## config.mk

```make
export PLATFORM = sky130hd
export DESIGN_NAME = alu_divider
export DESIGN_NICKNAME = d
export VERILOG_FILES = /design/src/rtl/alu_divider.sv
export SDC_FILE = /design/constraint.sdc
export NUM_CORES = 1
export LEC_CHECK = 0
export CELL_PAD_IN_SITES_DETAIL_PLACEMENT = 1
export CELL_PAD_IN_SITES_GLOBAL_PLACEMENT = 1
export CORE_MARGIN = 2
export CORE_UTILIZATION = 43
export CTS_CLUSTER_SIZE = 14
export DETAILED_ROUTE_END_ITERATION = 12
export GPL_TIMING_DRIVEN = 0
export HOLD_SLACK_MARGIN = 0.12
export PLACE_DENSITY = 0.77
export REMOVE_ABC_BUFFERS = 1
export SYNTH_ARGS = -nofsm -noshare
export SYNTH_HDL_FRONTEND = slang
export SYNTH_SLANG_ARGS = --single-unit
```

## constraint.sdc

```tcl
create_clock -name clk -period 3.3 [get_ports clk]
set_input_delay 0.825 -clock clk [delete_from_list [all_inputs] [get_ports clk]]
set_output_delay 0.825 -clock clk [all_outputs]
set_load 0.005 [all_outputs]
```

## src/rtl/alu_divider.sv

```systemverilog
// Sign-magnitude restoring divider: 2N-bit dividend / N-bit divisor -> N-bit quotient and remainder.
// state | meaning
// IDLE  | waiting for start; results hold
// CHECK | divide-by-zero / quotient-overflow screening
// RUN   | one restoring iteration per clock, N iterations
// DONE  | results valid, done pulses for one cycle
module alu_divider #(
  parameter int N = 8
) (
  input  logic           clk,
  input  logic           reset_n,
  input  logic           start,
  input  logic [2*N-1:0] A,
  input  logic [N-1:0]   B,
  input  logic           sign_A,
  input  logic           sign_B,
  output logic [N-1:0]   Q,
  output logic [N-1:0]   R,
  output logic           Q_sign,
  output logic           R_sign,
  output logic           busy,
  output logic           done,
  output logic           div_by_zero,
  output logic           overflow
);

  localparam int CW = $clog2(N + 1);

  typedef enum logic [1:0] {IDLE, CHECK, RUN, DONE} state_t;

  state_t         state, state_nxt;
  logic [2*N-1:0] a_reg;
  logic [N-1:0]   b_reg;
  logic           sa_reg, sb_reg;
  logic [N-1:0]   rem, sreg;
  logic [CW-1:0]  cnt;

  logic [N:0]     trial;
  logic           ge;
  logic [N-1:0]   rem_nxt, sreg_nxt;
  logic           last, b_zero, a_ovf;

  // sreg starts as the low dividend half and fills with quotient bits as they shift out
  always_comb begin
    trial    = {rem, sreg[N-1]};
    ge       = trial >= {1'b0, b_reg};
    rem_nxt  = ge ? N'(trial - {1'b0, b_reg}) : trial[N-1:0];
    sreg_nxt = {sreg[N-2:0], ge};
    last     = cnt == CW'(N - 1);
    b_zero   = b_reg == '0;
    a_ovf    = a_reg[2*N-1:N] >= b_reg;
  end

  always_ff @(posedge clk or negedge reset_n) begin
    if (!reset_n) state <= IDLE;
    else          state <= state_nxt;
  end

  always_comb begin
    state_nxt = state;
    case (state)
      IDLE:    if (start) state_nxt = CHECK;
      CHECK:   state_nxt = (b_zero || a_ovf) ? DONE : RUN;
      RUN:     if (last) state_nxt = DONE;
      DONE:    state_nxt = IDLE;
      default: state_nxt = IDLE;
    endcase
  end

  assign busy = (state == CHECK) || (state == RUN);
  assign done = (state == DONE);

  always_ff @(posedge clk or negedge reset_n) begin
    if (!reset_n) begin
      a_reg       <= '0;
      b_reg       <= '0;
      sa_reg      <= 1'b0;
      sb_reg      <= 1'b0;
      rem         <= '0;
      sreg        <= '0;
      cnt         <= '0;
      Q           <= '0;
      R           <= '0;
      Q_sign      <= 1'b0;
      R_sign      <= 1'b0;
      div_by_zero <= 1'b0;
      overflow    <= 1'b0;
    end else begin
      case (state)
        IDLE: begin
          if (start) begin
            a_reg       <= A;
            b_reg       <= B;
            sa_reg      <= sign_A;
            sb_reg      <= sign_B;
            Q           <= '0;
            R           <= '0;
            Q_sign      <= 1'b0;
            R_sign      <= 1'b0;
            div_by_zero <= 1'b0;
            overflow    <= 1'b0;
          end
        end
        CHECK: begin
          if (b_zero) begin
            div_by_zero <= 1'b1;
          end else if (a_ovf) begin
            overflow <= 1'b1;
          end else begin
            rem  <= a_reg[2*N-1:N];
            sreg <= a_reg[N-1:0];
            cnt  <= '0;
          end
        end
        RUN: begin
          rem  <= rem_nxt;
          sreg <= sreg_nxt;
          cnt  <= cnt + 1'b1;
          if (last) begin
            Q      <= sreg_nxt;
            R      <= rem_nxt;
            Q_sign <= (sa_reg ^ sb_reg) & (|sreg_nxt);
            R_sign <= sa_reg & (|rem_nxt);
          end
        end
        default: ;
      endcase
    end
  end

endmodule

```

Yosys cells after proc, flatten, opt, wreduce, memory -nomap -nowiden
Cells that the tools add are included.
{"block": "word_totals", "ff_bits": 68, "input_bits": 29, "elab_cells": 75}
{"block": "classes", "n_addsub": 2, "n_lt_le_gt_ge": 2, "n_eq_ne": 10, "n_mux": 29, "bitwise_logic": 3, "reduce_logical": 15}
{"cell": "$mux W8", "count": 8}
{"cell": "$pmux W8 S2", "count": 4}
{"cell": "$reduce_or A8 Y1", "count": 2}
{"cell": "$ne A2 B2 Y1 const B", "count": 6}
{"cell": "$ge A9 B8 Y1", "count": 1}
{"cell": "$reduce_and A3 Y1", "count": 3}
{"cell": "$ge A8 B8 Y1", "count": 1}
{"cell": "$logic_not A8 Y1", "count": 1}
{"cell": "$mux W4", "count": 2}
{"cell": "$pmux W1 S2", "count": 4}
{"cell": "$pmux W2 S4", "count": 1}
{"cell": "$pmux W4 S2", "count": 1}
{"cell": "$sub A8 B8 Y8", "count": 1}
{"cell": "$mux W1", "count": 7}
{"cell": "$reduce_bool A2 Y1", "count": 3}
{"cell": "$add A4 B1 Y4 const B", "count": 1}
{"cell": "$eq A2 B2 Y1 const B", "count": 2}
{"cell": "$eq A4 B3 Y1 const B", "count": 1}
{"cell": "$mux W2", "count": 2}
{"cell": "$reduce_and A2 Y1", "count": 2}
{"cell": "$reduce_and A4 Y1", "count": 1}
{"cell": "$and A1 B1 Y1", "count": 2}
{"cell": "$eq A2 B1 Y1 const B", "count": 1}
{"cell": "$logic_not A2 Y1", "count": 1}
{"cell": "other kinds (2)", "count": 3}

Depth between registers and ports, before layout
{"block": "depth", "depth_word": 6, "ltp_mapped": 11, "mapped_depth_nobuf": 10}

Worst setup path before layout
Ideal clock, no wire load.
{"block": "synth_path", "path_kind": "reg-to-reg", "startpoint": "register sreg[7]", "endpoint": "register R_sign", "t_arrival_ps": 2499, "path_slack_ps": 672, "stages_incl_launch_ff": 11, "n_path_buf": 0, "path_cell_list": "dfrtp_1 -> inv_1 -> ha_1 -> inv_1 -> fa_1 -> a211oi_2 -> nor2_1 -> xor2_1 -> or3b_1 -> a2111o_1 -> o41a_1"}
{"block": "synth_between", "elab_chain_len": 6}
{"item": "start, declared", "line_no": "35", "rtl": "logic [N-1:0] rem, sreg;"}
{"item": "start signal, assigned", "line_no": "111", "rtl": "sreg <= a_reg[N-1:0];"}
{"item": "start signal, assigned", "line_no": "117", "rtl": "sreg <= sreg_nxt;"}
{"item": "$sub A8 B8 Y8 / $ge A9 B8 Y1 (equally long branches)", "line_no": "47, 46"}
{"item": "$mux W8 *", "line_no": "47", "rtl": "rem_nxt = ge ? N'(trial - {1'b0, b_reg}) : trial[N-1:0];"}
{"item": "$reduce_or A8 Y1 *", "line_no": "123", "rtl": "R_sign <= sa_reg & (|rem_nxt);"}
{"item": "$and A1 B1 Y1 *", "line_no": "123"}
{"item": "$mux W1 *", "line_no": "119", "rtl": "if (last) begin"}
{"item": "$pmux W1 S2 *", "line_no": "89", "rtl": "case (state)"}
{"item": "end signal, assigned", "line_no": "123"}
{"item": "end, declared", "line_no": "20", "rtl": "output logic R_sign,"}
Mark *: on every way between the ends. The rest lies on a longest branch, timed or not. The select of a mux whose other input is x is not followed.
A chain may end at the register's enable or synchronous reset.

Final worst setup path
{"block": "layout_path", "startpoint": "register rem[2]", "endpoint": "register rem[3]"}
{"block": "layout_between", "elab_chain_len": 3}
{"item": "start, declared", "line_no": "35"}
{"item": "start signal, assigned", "line_no": "110", "rtl": "rem <= a_reg[2*N-1:N];"}
{"item": "start signal, assigned", "line_no": "116", "rtl": "rem <= rem_nxt;"}
{"item": "$sub A8 B8 Y8 / $ge A9 B8 Y1 (equally long branches)", "line_no": "47, 46"}
{"item": "$mux W8 *", "line_no": "47"}
{"item": "$pmux W8 S2 *", "line_no": "89"}
Mark *: on every way between the ends. The rest lies on a longest branch, timed or not.

==> impl_metrics.yaml <==
power_and_ir_drop:
  power_density_nw_per_um2: 1310
  netSwitchingPower_mw: 2.85
  p_int_mw: 3.39
  leakage_nw: 2.03
  seqPwrFrac_pct: 26.4
  p_clk_share_pct: 12.3
  p_comb_share_pct: 61.2
  netSwitchingFraction_pct: 45.6
  ir_worst_vdd_uv: 519
detailed_routing:
  vias: 3302
  via_per_inst: 6.13
  drc_errors: 0
  ant_nets: 0
  wl_per_cell_um: 20.3
  first_pass_iters: 4
  drt_iter0_drc: 86
  routed_wl_mm: 10.9
synth:
  ys_seq_elements: 68
  syn_inst: 385
  synth-main-ff-cell: "dfrtp_1"
  yosys.area_share.simple_pct: 13.2
  syn_area_per_cell_um2: 10.2
  synth-edff-count: 0
  synth_xor_area_share_pct: 2.00
  ys_warn_count: 0
  synth_top_family_by_area: "compound AO/OA/AOI/OAI gates"
  synth_compound_area_share_pct: 20.1
  synth-adder-area-share_pct: 7.17
  ys_seq_area_share_pct: 43.2
  async_flop_share_pct: 100
  syn_area_um2: 3940
  synth_cell_type_count: 61
  muxShareOfSynthArea_pct: 10.3
worst_setup_path:
  cp_slowest_cell: "o21ai_1"
  worst-r2r-cell-count: 7
  path_class: "reg -> reg"
  crit_path_max_fanout: 14
  critPathTopFamily: "compound AO/OA/AOI/OAI gates"
  r2r_start: "rem[2]$_DFFE_PN0P_"
  critPathBufInv: 0
  critPathMaxStageDelay_ns: 0.59
  worstPathCellList: "ha_1 -> a21o_1 -> a21oi_2 -> o21ai_1 -> or2_1 -> mux2_2 -> o221ai_1"
  cp-start-kind: "flop"
  reg2reg_to: "rem[3]$_DFFE_PN0P_"
  end_kind: "flop"
  r2r_slack_ns: 0.27
  critical_path_required_ns: 3.55
  worstPathArrival_ns: 3.28
cells_and_area:
  nets: 477
  antenna_cells: 0
  instances_no_fill: 539
  drive_gt1_share_pct: 12.3
  synthToLayoutAreaGrowth_pct: 20.9
  largest_reg_flops: 16
  design_area_um2: 4760
place:
  gp_congestion: 0.816
  dp_cells: 523
  dpl_worst_slack_ns: 0.0373
  port_buffers: 50
  place_area_um2: 4530
  dpl.hpwl_mm: 7.67
clocking:
  cts-htree-levels: 3
  clock-sinks: 68
  cts-root-to-sink-buffers: 2
  cts-root-buf: "clkbuf_8"
  clk_pin_slew_ns: 0.08
  ctsResizeCount: 0
  cts_tree: "yes"
  post_cts_buffers: 0
  numCtsBuffers: 9
  ctsHoldBuffers: 0
  insertion_delay_ns: 0.35
timing:
  finalMaxSlewViolations: 0
  rsz0062_at_grt: "false"
  setup_viol: 0
  fin_skew_ns: 0.0120
  max_clock_freq_ghz: 0.330
  slew_headroom_pct: 11.8
  fin_crit_ns: 3.03
  hold_viol_final: 0
  fin_ws_ns: 0.274
  period_share_pct: 91.7
  tightest_slew_ns: 1.32
floorplan:
  start_util_pct: 44.8
  core-area_um2: 8810
  fp.dieArea_um2: 9950
  ios: 51
  die_h_um: 99.7
  fp.dieW_um: 99.7
  num_rows: 34
worst_hold_path:
  hp-start: "Q[0]$_DFFE_PN0P_"
  whs_endpoint: "Q[0]$_DFFE_PN0P_"
  hold_path.class: "reg -> reg"
  min_path_cells: 2
grt:
  grt_pass1_vias: 3569
  overflow: 0
  track_usage_pct: 23.7
  antenna_found_initial: 0
  grt_pass1_wl_mm: 18.4
  grt_max_degree: 69
flow_run:
  max_cap_violations: 0
status:
  status: "finished clean"
-- per-layer routing --
metal	vias up	share of wire [%]	track usage [%]
li1	1518	-	-
met1	1726	45	30.8
met2	50	52	41.2
met3	8	2.3	3.72
met4	0	0.80	6.01
met5	-	0	0
-- kinds of logic (layout without fill, tap and decap cells) --
kind of cell | count (synthesis) | in the layout
mux | 37 | 37
simple gates | 104 | 104
buf+inv | 39 | 85
compound gates | 106 | 106
flops | 68 | 68
xor+xnor | 9 | 9
fa+ha+maj | 22 | 22
-- cells in the mapped netlist (9+ instances only) --
library cell	count	share of area, %
a22o_1	15	3.3
mux2i_1	10	2.5
nor3_1	11	1.4
o21ai_0	22	2.8
ha_1	21	6.7
nand2_1	26	2.5
dfrtp_1	68	43
nor2_1	22	2.1
inv_1	17	1.6
nand3_1	9	1.1
clkbuf_1	14	1.3
a21oi_1	11	1.4
mux2_2	27	7.7
-- worst max path at each step --
stage	start	to	slack, ns	cells after the start
final	rem[2]$_DFFE_PN0P_	rem[3]$_DFFE_PN0P_	0.27	7
after global placement	b_reg[6]$_DFFE_PN0P_	sreg[1]$_DFFE_PN0P_	-2.01	7
after global routing	rem[2]$_DFFE_PN0P_	rem[3]$_DFFE_PN0P_	0.05	7
after floorplan	b_reg[7]$_DFFE_PN0P_	sreg[0]$_DFFE_PN0P_	-0.35	7
after detailed placement	rem[2]$_DFFE_PN0P_	rem[3]$_DFFE_PN0P_	0.04	6
after CTS	rem[2]$_DFFE_PN0P_	rem[3]$_DFFE_PN0P_	0.02	6
-- worst min-delay path, cell delays in order, from the launching register on --
cell	delay, ns
dfrtp_1	0.36
nand2_1	0.05
o21ai_0	0.06
-- layout by cell type (no fill, tap or decap), types with 10 or more instances in the layout --
cell type        Yosys  routed
inv_1               17      17
mux2i_1             10      10
a21oi_1             11      11
a22o_1              15      15
nor3_1              11      10
ha_1                21      19
o21ai_0             22      22
dfrtp_1             68      68
mux2_2              27      27
clkdlybuf4s50_1      0      49
nand2_1             26      26
nor2_1              22      22
-- power groups by stage --
stage / Sequential [mW] / Combinational [mW] / Clock [mW]
2_1_floorplan: 1.52 / 2.59 / 0
3_3_place_gp: 1.63 / 3.47 / 0
3_5_place_dp: 1.66 / 3.78 / 0
4_1_cts: 1.64 / 3.81 / 0.785
5_1_grt: 1.71 / 4.27 / 0.817
6_report: 1.65 / 3.82 / 0.771
-- stage by stage --
step / utilization (%) / hold slack, ns / total power, mW / setup TNS, ns
after detailed placement: 51.4 / 0.481 / 5.44 / 0
after global placement: 50.9 / 0.462 / 5.10 / -101.27
after floorplan: - / 0.470 / 4.11 / -2.59
final: 54.1 / 0.499 / 6.24 / 0
after global routing: 54.1 / 0.529 / 6.80 / 0
after CTS: 53.9 / 0.503 / 6.24 / 0
-- layout make-up --
class                           count  area (um2)
Sequential cell                    68        1700
Clock buffer                       10         128
Tap cell                          108         135
Multi-Input combinational cell    278        2120
Fill cell                         978        4040
Clock inverter                      6        88.8
Timing Repair Buffer               51         526
Inverter                           18        67.6
No activity file was read; power rests on OpenSTA's default activity.
